--- src/rtl/quiz_pkg.sv ---
// Shared quiz constants: background colours, controller state encoding and
// the per-question expected switch answers.
package quiz_pkg;

    localparam logic [11:0] BG_IDLE = 12'h000;
    localparam logic [11:0] BG_ASK  = 12'h224;
    localparam logic [11:0] BG_OK   = 12'h0F0;
    localparam logic [11:0] BG_BAD  = 12'hF00;
    localparam logic [11:0] BG_DONE = 12'h00F;

    typedef enum logic [1:0] {
        ST_IDLE     = 2'd0,
        ST_ASK      = 2'd1,
        ST_FEEDBACK = 2'd2,
        ST_DONE     = 2'd3
    } state_e;

    // Question 0 is the binary-conversion prompt, hence the binary literal.
    function automatic logic [7:0] expected_answer(input logic [3:0] idx);
        case (idx)
            4'd0:    expected_answer = 8'b1101_0011;
            4'd1:    expected_answer = 8'h2A;
            4'd2:    expected_answer = 8'h07;
            4'd3:    expected_answer = 8'hFF;
            default: expected_answer = 8'h00;
        endcase
    endfunction

endpackage

--- src/rtl/frame_tick_gen.sv ---
// One-clock frame pulse from the shared raster counters; immune to the pixel
// enable holding the counters at the origin for several clocks.
module frame_tick_gen (
    input  logic       clk,
    input  logic       rst,
    input  logic [9:0] hCount,
    input  logic [9:0] vCount,
    output logic       frame_tick
);

    logic origin_q;
    logic origin_prev_q;

    // NOTE: registers take <= so every flop samples the pre-edge value; a
    // blocking = here would let origin_prev_q see this cycle's origin_q.
    always_ff @(posedge clk or negedge rst) begin
        if (!rst) begin
            origin_q      <= 1'b0;
            origin_prev_q <= 1'b1;
        end else begin
            origin_q      <= (hCount == 10'd0) && (vCount == 10'd0);
            origin_prev_q <= origin_q;
        end
    end

    // Rising edge of the registered origin flag only.
    assign frame_tick = origin_q && !origin_prev_q;

endmodule

--- src/rtl/prompt_sequencer.sv ---
// Quiz-flow controller: enables each prompt controller in turn, grades the
// switch answer, enforces a frame-based time limit and flashes feedback.
module prompt_sequencer
    import quiz_pkg::*;
#(
    parameter int NUM_Q        = 4,
    parameter int LIMIT_FRAMES = 600,
    parameter int FB_FRAMES    = 30
) (
    input  logic             clk,
    input  logic             rst,
    input  logic [9:0]       hCount,
    input  logic [9:0]       vCount,
    input  logic             start,
    input  logic             submit,
    input  logic [7:0]       answer,
    output logic [NUM_Q-1:0] q_en,
    output logic [11:0]      background,
    output logic [3:0]       score,
    output logic [9:0]       time_left,
    output logic             done
);

    localparam int FBW = (FB_FRAMES > 1) ? $clog2(FB_FRAMES) : 1;

    localparam logic [NUM_Q-1:0] Q_FIRST = NUM_Q'(1);
    localparam logic [3:0]       Q_LAST  = 4'(NUM_Q - 1);
    localparam logic [FBW-1:0]   FB_LAST = FBW'(FB_FRAMES - 1);
    localparam logic [9:0]       LIMIT   = 10'(LIMIT_FRAMES);

    state_e           state_q;
    logic [3:0]       q_idx_q;
    logic [FBW-1:0]   fb_cnt_q;
    logic [NUM_Q-1:0] q_en_q;
    logic [11:0]      bg_q;
    logic [3:0]       score_q;
    logic [9:0]       time_left_q;
    logic             done_q;

    logic       frame_tick;
    logic       answer_ok;
    logic [9:0] time_left_d;

    frame_tick_gen u_frame_tick_gen (
        .clk        (clk),
        .rst        (rst),
        .hCount     (hCount),
        .vCount     (vCount),
        .frame_tick (frame_tick)
    );

    assign answer_ok   = (answer == expected_answer(q_idx_q));
    assign time_left_d = (frame_tick && time_left_q != 10'd0) ? time_left_q - 10'd1
                                                               : time_left_q;

    // Outputs are updated alongside the state so they appear one clock after
    // the deciding input, with no decode logic behind them.
    always_ff @(posedge clk or negedge rst) begin
        if (!rst) begin
            state_q     <= ST_IDLE;
            q_idx_q     <= 4'd0;
            fb_cnt_q    <= '0;
            q_en_q      <= '0;
            bg_q        <= BG_IDLE;
            score_q     <= 4'd0;
            time_left_q <= 10'd0;
            done_q      <= 1'b0;
        end else begin
            case (state_q)
                ST_IDLE, ST_DONE: begin
                    if (start) begin
                        state_q     <= ST_ASK;
                        q_idx_q     <= 4'd0;
                        score_q     <= 4'd0;
                        time_left_q <= LIMIT;
                        q_en_q      <= Q_FIRST;
                        bg_q        <= BG_ASK;
                        done_q      <= 1'b0;
                    end
                end

                ST_ASK: begin
                    time_left_q <= time_left_d;
                    // A submit on the final tick is still graded on its merits.
                    if (submit) begin
                        state_q  <= ST_FEEDBACK;
                        fb_cnt_q <= '0;
                        bg_q     <= answer_ok ? BG_OK : BG_BAD;
                        if (answer_ok && score_q != 4'hF) begin
                            score_q <= score_q + 4'd1;
                        end
                    end else if (frame_tick && time_left_q == 10'd1) begin
                        state_q  <= ST_FEEDBACK;
                        fb_cnt_q <= '0;
                        bg_q     <= BG_BAD;
                    end
                end

                ST_FEEDBACK: begin
                    if (frame_tick) begin
                        if (fb_cnt_q != FB_LAST) begin
                            fb_cnt_q <= fb_cnt_q + 1'b1;
                        end else if (q_idx_q == Q_LAST) begin
                            state_q <= ST_DONE;
                            q_en_q  <= '0;
                            bg_q    <= BG_DONE;
                            done_q  <= 1'b1;
                        end else begin
                            state_q     <= ST_ASK;
                            q_idx_q     <= q_idx_q + 4'd1;
                            time_left_q <= LIMIT;
                            q_en_q      <= q_en_q << 1;
                            bg_q        <= BG_ASK;
                        end
                    end
                end

                default: state_q <= ST_IDLE;
            endcase
        end
    end

    assign q_en       = q_en_q;
    assign background = bg_q;
    assign score      = score_q;
    assign time_left  = time_left_q;
    assign done       = done_q;

    // The 4-bit score and question index only cover up to 15 questions.
    assert property (@(posedge clk) disable iff (!rst) (NUM_Q >= 1) && (NUM_Q <= 15))
        else $error("prompt_sequencer: NUM_Q must be 1..15");

endmodule

--- config.mk ---
export PLATFORM = sky130hd
export DESIGN_NAME = prompt_sequencer
export DESIGN_NICKNAME = d
export VERILOG_FILES = /design/src/rtl/quiz_pkg.sv /design/src/rtl/frame_tick_gen.sv /design/src/rtl/prompt_sequencer.sv
export SDC_FILE = /design/constraint.sdc
export NUM_CORES = 1
export LEC_CHECK = 0
export ABC_AREA = 1
export CORE_ASPECT_RATIO = 1.25
export CORE_MARGIN = 8
export CORE_UTILIZATION = 52
export DETAILED_ROUTE_END_ITERATION = 12
export HOLD_SLACK_MARGIN = 0.05
export PLACE_DENSITY = 0.85
export REMOVE_ABC_BUFFERS = 1
export SETUP_SLACK_MARGIN = 0.3
export SLEW_MARGIN = 20
export SYNTH_ARGS = -nofsm -noshare
export SYNTH_HDL_FRONTEND = slang
export SYNTH_SLANG_ARGS = --single-unit
--- constraint.sdc ---
create_clock -name clk -period 3.1 [get_ports clk]
set_input_delay 0.465 -clock clk [delete_from_list [all_inputs] [get_ports clk]]
set_output_delay 0.465 -clock clk [all_outputs]
set_load 0.02 [all_outputs]
After elaboration in Yosys (flattened, before gate mapping)
Index checks and enable logic that the tools add are counted.
Widths: inputs -> output; s select.
Word-level totals
  flip-flop bits (word level): 44
  input bits: 32
  output and inout bits: 31
  logic and storage cells: 101
Operators by class
  add/subtract/negate cells: 4
  equality and inequality tests: 20
  mux-type cells: 45
  reduce and logical (&&, ||, !) cells: 22
Operators by type and width (number)
  $mux 12: 6
  $mux 10: 6
  $mux 4: 10
  $pmux 12 s3: 1
  $pmux 8 s4: 1
  $pmux 10 s3: 1
  $pmux 4 s2: 3
  $logic_not 10->1: 2
  $mux 5: 4
  $ne 2x2->1 const B: 9
  $reduce_and 4->1: 4
  $reduce_and 5->1: 3
  $mux 2: 6
  $eq 10x1->1 const B: 1
  $pmux 5 s2: 1
  $reduce_bool 10->1: 1
  $sub 10x1->10 const B: 1
  $add 4x1->4 const B: 2
  $eq 4x2->1 const B: 2
  $eq 8x8->1: 1
  $pmux 2 s3: 1
  $reduce_bool 2->1: 3
  $add 5x1->5 const B: 1
  $logic_and 1x1->1: 5
  12 further kinds: 16

Longest topological paths before layout
Gate-level depths: netlist of run 1.
  word-level depth: 7
  mapped depth: 13

Hierarchy
Synthesis of run 1 repeated with hierarchy kept, for this count alone.
Second synthesis, totals
  cell total of the unflattened synthesis: 308
  area, all modules: 2379.8 µm²
By module, submodules not included
  prompt_sequencer: instances 1, cells each 287, area an instance 2249.7 µm², sequential area each 875.8 µm²
  frame_tick_gen: instances 1, cells each 21, area an instance 130.1 µm², sequential area each 51.3 µm²

Worst setup path after synthesis of run 1
No wires, ideal clock.
  path type: reg-to-reg
  start: reg state_q[0]
  end: reg q_idx_q[2]
  setup time: 117 ps
  arrival: 1486 ps
  data required time: 2983 ps
  slack: 1497 ps
  cell stages (with the launch flop): 11
  buffers on the path: 0
  period minus slack after synthesis: 1603 ps
  cell sequence: dfrtp_1 -> inv_1 -> ha_1 -> inv_1 -> nor2_1 -> nor2_4 -> inv_2 -> a21oi_4 -> nand2_2 -> nor2_1 -> nor2_1
On the way
  word-level cells in the longest chain between the ends: 4
RTL lines
  start: declaration: RTL line prompt_sequencer.sv:31  | state_e state_q;
  start signal: assignment: RTL line prompt_sequencer.sv:60  | state_q <= ST_IDLE;
  start signal: assignment: RTL line prompt_sequencer.sv:72  | state_q <= ST_ASK;
  start signal: assignment: RTL line prompt_sequencer.sv:86  | state_q <= ST_FEEDBACK;
  $eq 2x2->1 / $logic_not 2->1 (equally long branches): RTL line prompt_sequencer.sv:69  | case (state_q)
  $reduce_or 2->1: RTL line prompt_sequencer.sv:69
  $ne 2x2->1 (no source line) / $reduce_bool 2->1 (equally long branches)
  $reduce_and 5->1 (no source line)
  end signal: assignment: RTL line prompt_sequencer.sv:110  | q_idx_q <= q_idx_q + 4'd1;
  end: declaration: RTL line prompt_sequencer.sv:32  | logic [3:0] q_idx_q;
Several ways; a longest one is shown, not always the timed one.
A chain may end at the register's enable or synchronous reset.

Final worst setup path of run 1
  start: reg state_q[1]
  end: reg fb_cnt_q[1]
On the way
  word-level cells in the longest chain between the ends: 3
RTL lines
  $eq 2x1->1 / $eq 2x2->1 (equally long branches): RTL line prompt_sequencer.sv:69
  $ne 3x3->1 (no source line) (tied with other cells)
  $reduce_and 4->1 (no source line)
  end signal: assignment: RTL line prompt_sequencer.sv:102  | fb_cnt_q <= fb_cnt_q + 1'b1;
  end: declaration: RTL line prompt_sequencer.sv:33  | logic [FBW-1:0] fb_cnt_q;
Several ways; a longest one is shown, not always the timed one.

==> out/metrics.yaml, run 1 <==
timing:
  worst_slack_ns: 1.10
  setup-violations-final: 0
  slew_viol_final: 0
  maxSlewHeadroom_pct: 68.7
  fmax_mhz: 499
  hold_violations: 0
  rsz0062_at_grt: "false"
  worst_slew_pin_slew_ns: 0.469
  skew_ns: 0.00933
  period_minus_slack_ns: 2.00
  layout_worst_path_cycle_share_pct: 64.7
  setup_tns_ns: 0
placement:
  io_buffer_count: 62
  post-dp-hpwl_um: 4280
  place_ws_ns: 1.05
  place_congestion: 0.848
outcome:
  outcome: "completed"
logic_synthesis:
  postSynthRegisterBits: 37
  postSynthAreaPerCell_um2: 7.54
  synth_edf_count: 0
  post_synthesis_cell_count: 310
  summed_instance_area_of_the_synthesized_netlist_um2: 2340
  synth_sequential_area_ratio_pct: 39.7
  synthFlopType: "dfrtp_1"
  post_synth_cell_types: 29
  synth-async-reset-ratio_pct: 100
  synth_warnings: 0
critical_path:
  r2r_start: "state_q[1]$_DFFE_PN0P_"
  cp.arrival_ns: 2.20
  largest_fanout_of_any_net_on_the_critical_path: 13
  element_type_at_the_critical_path_end: "register"
  cp-start-kind: "register"
  timing_worst_setup_path_type: "register to register"
  worstPathRequired_ns: 3.30
  timing.critical_path.from: "state_q[1]$_DFFE_PN0P_"
clock_network:
  path_clk_slew_ns: 0.07
  max-clock-path-buffers: 2
  cts-buffers-inserted: 5
  post_cts_setup_buffer_count: 0
  ctsResizeCount: 0
  cts.sinks: 37
  clk-insertion-delay-late_ns: 0.29
  clock-root-buffer: "clkbuf_8"
  holdBufCountCts: 0
  htreeDepth: 2
  cts_tree: "done"
grt:
  overflow: 0
  track_usage_pct: 16.3
  number_of_global_route_vias_before_repair: 2218
  grt_max_degree: 38
  grt_first_pass_wirelength_um: 9590
  grt_antenna_before_repair: 0
layout:
  antennaDiodeCount: 0
  num-nets-final: 415
  area_delta_synth_final_pct: 31.9
  fillerInstances: 344
  utilization_pct: 70.7
  final_layout_size_suffix_gt1_share_pct: 5.93
floorplan:
  placementRows: 27
  vertical_extent_of_the_die_um: 90.9
  area_of_the_die_um2: 6910
  initial_core_utilization_pct: 53.6
  number_of_placed_i_o_pins: 63
  die-width_um: 76.0
  core-area_um2: 4360
routing:
  drc: 0
  drtPass1Iterations: 5
  vias_per_cell: 5.14
  detail_route.wirelength_um: 5450
  route.antenna.remaining_nets: 0
  num_vias: 2203
  wl_per_cell_um: 12.7
  drt_iter0_markers: 130
power:
  overall_power_mw: 2.52
  vdd_ir_drop_max_mv: 0.507
  power_frac_comb_pct: 54.3
  seq_power_share_pct: 28.7
  fraction_of_power_spent_switching_nets_pct: 44.6
  total_leakage_power_nw: 1.43
  clock_power_share_pct: 17.0
  switching_power_mw: 1.13
  intPower_mw: 1.40
  powerDensity_nw_per_um2: 819
flow_run:
  max_cap_viol_count: 0
min_path:
  worstHoldStart: "u_frame_tick_gen.origin_q$_DFF_PN0_"
  hp-class: "register to register"
-- final timing paths --
kind | slack [ns] | endpoint | depth (start not counted)
worst max-delay path | 1.10 | fb_cnt_q[1]$_DFFE_PN0P_ | 8
worst min-delay path | 0.38 | u_frame_tick_gen.origin_prev_q$_DFF_PN1_ | 0
worst max register to register | 1.10 | fb_cnt_q[1]$_DFFE_PN0P_ | 8
worst min register to register | 0.38 | u_frame_tick_gen.origin_prev_q$_DFF_PN1_ | 0
max in group asynchronous | 2.15 | u_frame_tick_gen.origin_prev_q$_DFF_PN1_ | 2
min in group asynchronous | 0.60 | q_en[1]$_DFFE_PN0P_ | 2
-- Yosys cell counts, types with 2 or more instances --
| cell type | n | share of area (%) |
|---|---|---|
| nand2_1 | 68 | 11 |
| inv_1 | 41 | 6.6 |
| dfrtp_1 | 36 | 39 |
| nor2_1 | 34 | 5.5 |
| nand3_1 | 29 | 6.2 |
| o21ai_0 | 20 | 4.3 |
| ha_1 | 13 | 7.0 |
| o21ai_1 | 10 | 2.1 |
| xor2_1 | 10 | 3.7 |
| buf_4 | 7 | 2.2 |
| nor3_1 | 5 | 1.1 |
| nor4_1 | 5 | 1.3 |
| nand4_1 | 4 | 1.1 |
| o22ai_1 | 4 | 1.1 |
| a21oi_1 | 3 | 0.64 |
| nand2_2 | 3 | 0.80 |
| clkbuf_1 | 2 | 0.32 |
| inv_2 | 2 | 0.32 |
| nor2_4 | 2 | 0.96 |
| o211ai_1 | 2 | 0.64 |
| or2_2 | 2 | 0.54 |
-- layout make-up --
class / instances / area (um2) / share of cell area, %
Multi-Input combinational cell: 220 / 1180 / 38.2
Sequential cell: 37 / 927 / 30.1
Timing Repair Buffer: 63 / 628 / 20.4
Clock inverter: 1 / 30.0 / 0.974
Inverter: 43 / 161 / 5.24
Clock buffer: 7 / 86.3 / 2.80
Tap cell: 58 / 72.6 / 2.35
-- metal layers --
| layer | GRT usage (%) | part of all wire, % | up-vias |
|---|---|---|---|
| met5 | 0 | 0 | - |
| li1 | - | - | 1113 |
| met1 | 17.1 | 41 | 1022 |
| met3 | 5.92 | 6.9 | 5 |
| met2 | 29.3 | 51 | 63 |
| met4 | 5.08 | 1.0 | 0 |
-- metrics by stage --
stage | instances | hold WS, ns | instance area (um2)
floorplan | 300 | 0.169 | 2260
global placement | 421 | 0.360 | 2970
detailed placement | 421 | 0.368 | 2970
CTS | 429 | 0.385 | 3080
global route | 429 | 0.394 | 3080
finish | 429 | 0.381 | 3080
-- power groups by stage --
| stage | registers [mW] | clock network, mW | logic (mW) |
|---|---|---|---|
| after floorplan | 0.850 | 0 | 0.767 |
| after global routing | 0.743 | 0.456 | 1.54 |
| final | 0.724 | 0.429 | 1.37 |
| after global placement | 0.726 | 0 | 1.35 |
| after detailed placement | 0.732 | 0 | 1.37 |
| after CTS | 0.723 | 0.436 | 1.38 |
-- sequential cells by signal, indices dropped and copies added, names as in the netlist --
| name | cells |
|---|---|
| background | 5 |
| done | 1 |
| fb_cnt_q | 5 |
| q_en | 4 |
| q_idx_q | 4 |
| score | 4 |
| state_q | 2 |
| time_left | 10 |
| u_frame_tick_gen.origin_prev_q | 1 |
| u_frame_tick_gen.origin_q | 1 |
-- cell usage in the layout, fill, tap and decap left out, drive strengths merged --
master         instances
a21oi                  5
clkdlybuf4s50         62
o21ai                 30
nand3                 30
clkbuf                 7
inv                   43
nor2                  37
dfstp                  1
nor3                   5
xnor2                  1
nand4                  4
nand2                 71
dfrtp                 36
ha                    13
nor4                   5
o22ai                  4
buf                    1
o211ai                 2
bufinv                 1
or2                    2
nand3b                 1
xor2                  10
-- worst max-delay path, cell delays in order, from the launching register on --
cell and delay [ns]:
dfrtp_1 0.39, inv_1 0.09, ha_1 0.44, inv_1 0.28, nor2_1 0.14, nand2_1 0.12
nand3_1 0.19, nand2_1 0.12, o22ai_1 0.15
-- logic make-up (layout without fill, tap and decap cells) --
family	count (synthesis)	in the layout	synth area share [%]
simple gates	155	155	29.4
fa+ha+maj	13	13	6.96
xor+xnor	11	11	4.12
flops	37	37	39.7
buf+inv	53	114	9.96
compound gates	41	41	9.86
Note: power is estimated with default switching activity, not from simulation.
==> run 2, diff against run 1 <==
--- a/config.mk
+++ b/config.mk
@@ -8,10 +8,10 @@
 export ABC_AREA = 1
 export CORE_ASPECT_RATIO = 1.25
 export CORE_MARGIN = 8
-export CORE_UTILIZATION = 52
+export CORE_UTILIZATION = 44
 export DETAILED_ROUTE_END_ITERATION = 12
 export HOLD_SLACK_MARGIN = 0.05
-export PLACE_DENSITY = 0.85
+export PLACE_DENSITY = 0.77
 export REMOVE_ABC_BUFFERS = 1
 export SETUP_SLACK_MARGIN = 0.3
 export SLEW_MARGIN = 20
==> constraint.sdc (replaced) <==
create_clock -name clk -period 1.7 [get_ports clk]
set_input_delay 0.255 -clock clk [delete_from_list [all_inputs] [get_ports clk]]
set_output_delay 0.255 -clock clk [all_outputs]
set_load 0.02 [all_outputs]
==> run 2 against run 1 <==
  * The run now ends with setup timing left
  * Critical path depth increased by 3
  * Via count increased by 14%
  * Die area rose by 15%
  * Routed wire length grew 27%
  * Combinational power increased to 2.6 times the previous value
  * Maximum frequency up 15%
  * Largest power group unchanged
  * Setup slack worse by 1.1 ns
  * Final area up 17%
  * First-iteration DRC count fell by 39%
  * Clock skew up 0.0047 ns
  * Flip-flop and latch count did not move
==> out/metrics.yaml, run 2 (synthesized netlist as in run 1, its figures left out) <==
timing:
  maxSlewHeadroom_pct: 71.5  # was 68.7%
  skew_ns: 0.0140  # was 0.00933 ns
  fmax_mhz: 576  # was 499 MHz
  rsz0062_at_grt: "true"  # was false
  hold_violations: 0  # unchanged
  period_minus_slack_ns: 1.74  # was 2.00 ns
  worst_slew_pin_slew_ns: 0.427  # was 0.469 ns
  layout_worst_path_cycle_share_pct: 102  # was 64.7%
  setup-violations-final: 5  # was 0
  worst_slack_ns: -0.0356  # was 1.10 ns
  slew_viol_final: 0  # unchanged
outcome:
  outcome: "finished with violations"  # was completed
  failed_checks: "setup timing"
min_path:
  worstHoldStart: "u_frame_tick_gen.origin_q$_DFF_PN0_"  # unchanged
  hp-class: "register to register"  # unchanged
routing:
  vias_per_cell: 5.31  # was 5.14
  drt_iter0_markers: 79  # was 130
  drtPass1Iterations: 4  # was 5
  route.antenna.remaining_nets: 0  # unchanged
  drc: 0  # unchanged
  detail_route.wirelength_um: 6910  # was 5450 um
  num_vias: 2501  # was 2203
  wl_per_cell_um: 14.7  # was 12.7 um
power:
  total_leakage_power_nw: 1.74  # was 1.43 nW
  overall_power_mw: 5.52  # was 2.52 mW
  vdd_ir_drop_max_mv: 1.04  # was 0.507 mV
  powerDensity_nw_per_um2: 1530  # was 819 nW/um2
layout:
  final_layout_size_suffix_gt1_share_pct: 31.8  # was 5.93%
  num-nets-final: 454  # was 415
  most_frequent_standard_cell_in_the_layout_excluding_fill_and_tap_cells: "nand2_1"  # unchanged
  area_delta_synth_final_pct: 54.3  # was 31.9%
  layout_common_cells: "nand2_1, dfrtp_1, clkdlybuf4s50_1"  # was nand2_1, clkdlybuf4s50_1, inv_1
  final_design_area_no_fill_um2: 3600  # was 3080 um2
  utilization_pct: 70.4  # was 70.7%
  largest_register_ff_count: 10  # unchanged
  antennaDiodeCount: 0  # unchanged
  fillerInstances: 398  # was 344
floorplan:
  number_of_placed_i_o_pins: 63  # unchanged
  core-area_um2: 5120  # was 4360 um2
  initial_core_utilization_pct: 45.7  # was 53.6%
  area_of_the_die_um2: 7910  # was 6910 um2
  vertical_extent_of_the_die_um: 97.5  # was 90.9 um
  die-width_um: 81.2  # was 76.0 um
  placementRows: 29  # was 27
critical_path:
  timing.critical_path.from: "q_idx_q[1]$_DFFE_PN0P_"  # was state_q[1]$_DFFE_PN0P_
  r2r_start: "q_idx_q[1]$_DFFE_PN0P_"  # was state_q[1]$_DFFE_PN0P_
  element_type_at_the_critical_path_end: "register"  # unchanged
  timing_worst_setup_path_type: "register to register"  # unchanged
  cp.arrival_ns: 1.91  # was 2.20 ns
  worstPathRequired_ns: 1.88  # was 3.30 ns
  cp-start-kind: "register"  # unchanged
  largest_fanout_of_any_net_on_the_critical_path: 7  # was 13
grt:
  grt_max_degree: 22  # was 38
  grt_first_pass_wirelength_um: 10500  # was 9590 um
  track_usage_pct: 16.2  # was 16.3%
  grt_antenna_before_repair: 0  # unchanged
  number_of_global_route_vias_before_repair: 2455  # was 2218
  overflow: 0  # unchanged
placement:
  placed_area_um2: 3130  # was 2970 um2
  place_congestion: 0.826  # was 0.848
  io_buffer_count: 62  # unchanged
  post-dp-hpwl_um: 4490  # was 4280 um
  place_ws_ns: -0.0584  # was 1.05 ns
clock_network:
  cts-buffers-inserted: 5  # unchanged
  clk-insertion-delay-late_ns: 0.30  # was 0.29 ns
  clock-root-buffer: "clkbuf_8"  # unchanged
  htreeDepth: 2  # unchanged
  cts.sinks: 37  # unchanged
  path_clk_slew_ns: 0.08  # was 0.07 ns
  cts_tree: "done"  # unchanged
  max-clock-path-buffers: 2  # unchanged
flow_run:
  max_cap_viol_count: 0  # unchanged
[run 2: changes by cell type in the layout (fill, tap and decap cells not counted), moves of 8 or more]
cell | before | now
clkdlybuf4s50_1 | 62 | 30
buf_4 | 1 | 29
dlygate4sd2_1 | 0 | 23
inv_1 | 41 | 25
nand2_1 | 68 | 53
inv_2 | 2 | 14
nand2_2 | 3 | 14
nor2_1 | 34 | 24
nor2_2 | 1 | 11
o21ai_0 | 20 | 10
nand3_1 | 29 | 21
[run 2: timing repair]
item                                    in CTS  in global routing
hold buffers                                 1                  0
hold endpoints to repair                    16                  0
pin swaps                                   16                 22
cloned                                       2                  1
buffers inserted                             6                  9
gates resized for setup                     92                 54
endpoints found under the setup margin      66                 39
[run 2: path summary, 6_finish.rpt]
path | slack, ns | endpoint | cells after the start
setup / recovery | -0.04 | background[10]$_DFFE_PN0P_ | 11
hold / removal | 0.38 | u_frame_tick_gen.origin_prev_q$_DFF_PN1_ | 0
setup reg to reg | -0.04 | background[10]$_DFFE_PN0P_ | 11
hold reg to reg | 0.38 | u_frame_tick_gen.origin_prev_q$_DFF_PN1_ | 0
max in group asynchronous | 0.73 | u_frame_tick_gen.origin_prev_q$_DFF_PN1_ | 3
min in group asynchronous | 0.42 | q_en[0]$_DFFE_PN0P_ | 2
[run 2: critical path, stage by stage, from the launching register on]
cell	delay [ns]
dfrtp_2	0.47
ha_4	0.20
inv_1	0.06
nand2_2	0.06
nand3b_1	0.13
nand2_2	0.07
nor2_2	0.10
nand3_1	0.09
nor2_2	0.16
nand2_1	0.09
nand2_2	0.08
o21ai_1	0.09
[run 2: area by class of cell]
class | count | area, um2 | area share [%]
Clock buffer | 7 | 86.3 | 2.40
Timing Repair inverter | 2 | 15.0 | 0.417
Multi-Input combinational cell | 221 | 1430 | 39.7
Tap cell | 62 | 77.6 | 2.15
Sequential cell | 37 | 931 | 25.8
Inverter | 43 | 174 | 4.83
Timing Repair Buffer | 99 | 891 | 24.7
[run 2: layer usage]
metal,up-vias,wire length [um],GRT usage (%)
li1,1198,-,-
met1,1206,2660,18.1
met2,84,3690,27.3
met3,13,426,5.00
met4,0,131,6.90
met5,-,0,0
[run 2: where the power goes]
part	internal, mW	total [mW]	leakage (nW)	switching [mW]
sequential	1.11	1.31	0.479	0.203
combinational	1.48	3.56	1.22	2.08
clock	0.322	0.647	0.0443	0.325
total	2.91	5.52	1.74	2.61
[run 2: per-stage QoR]
stage / hold slack, ns / instances / TNS, ns
2_1_floorplan: -0.0406 / 300 / -0.365
3_3_place_gp: 0.210 / 445 / -0.128
3_5_place_dp: 0.214 / 445 / -0.205
4_1_cts: 0.384 / 461 / 0
5_1_grt: 0.395 / 471 / -0.733
6_report: 0.383 / 471 / -0.0856
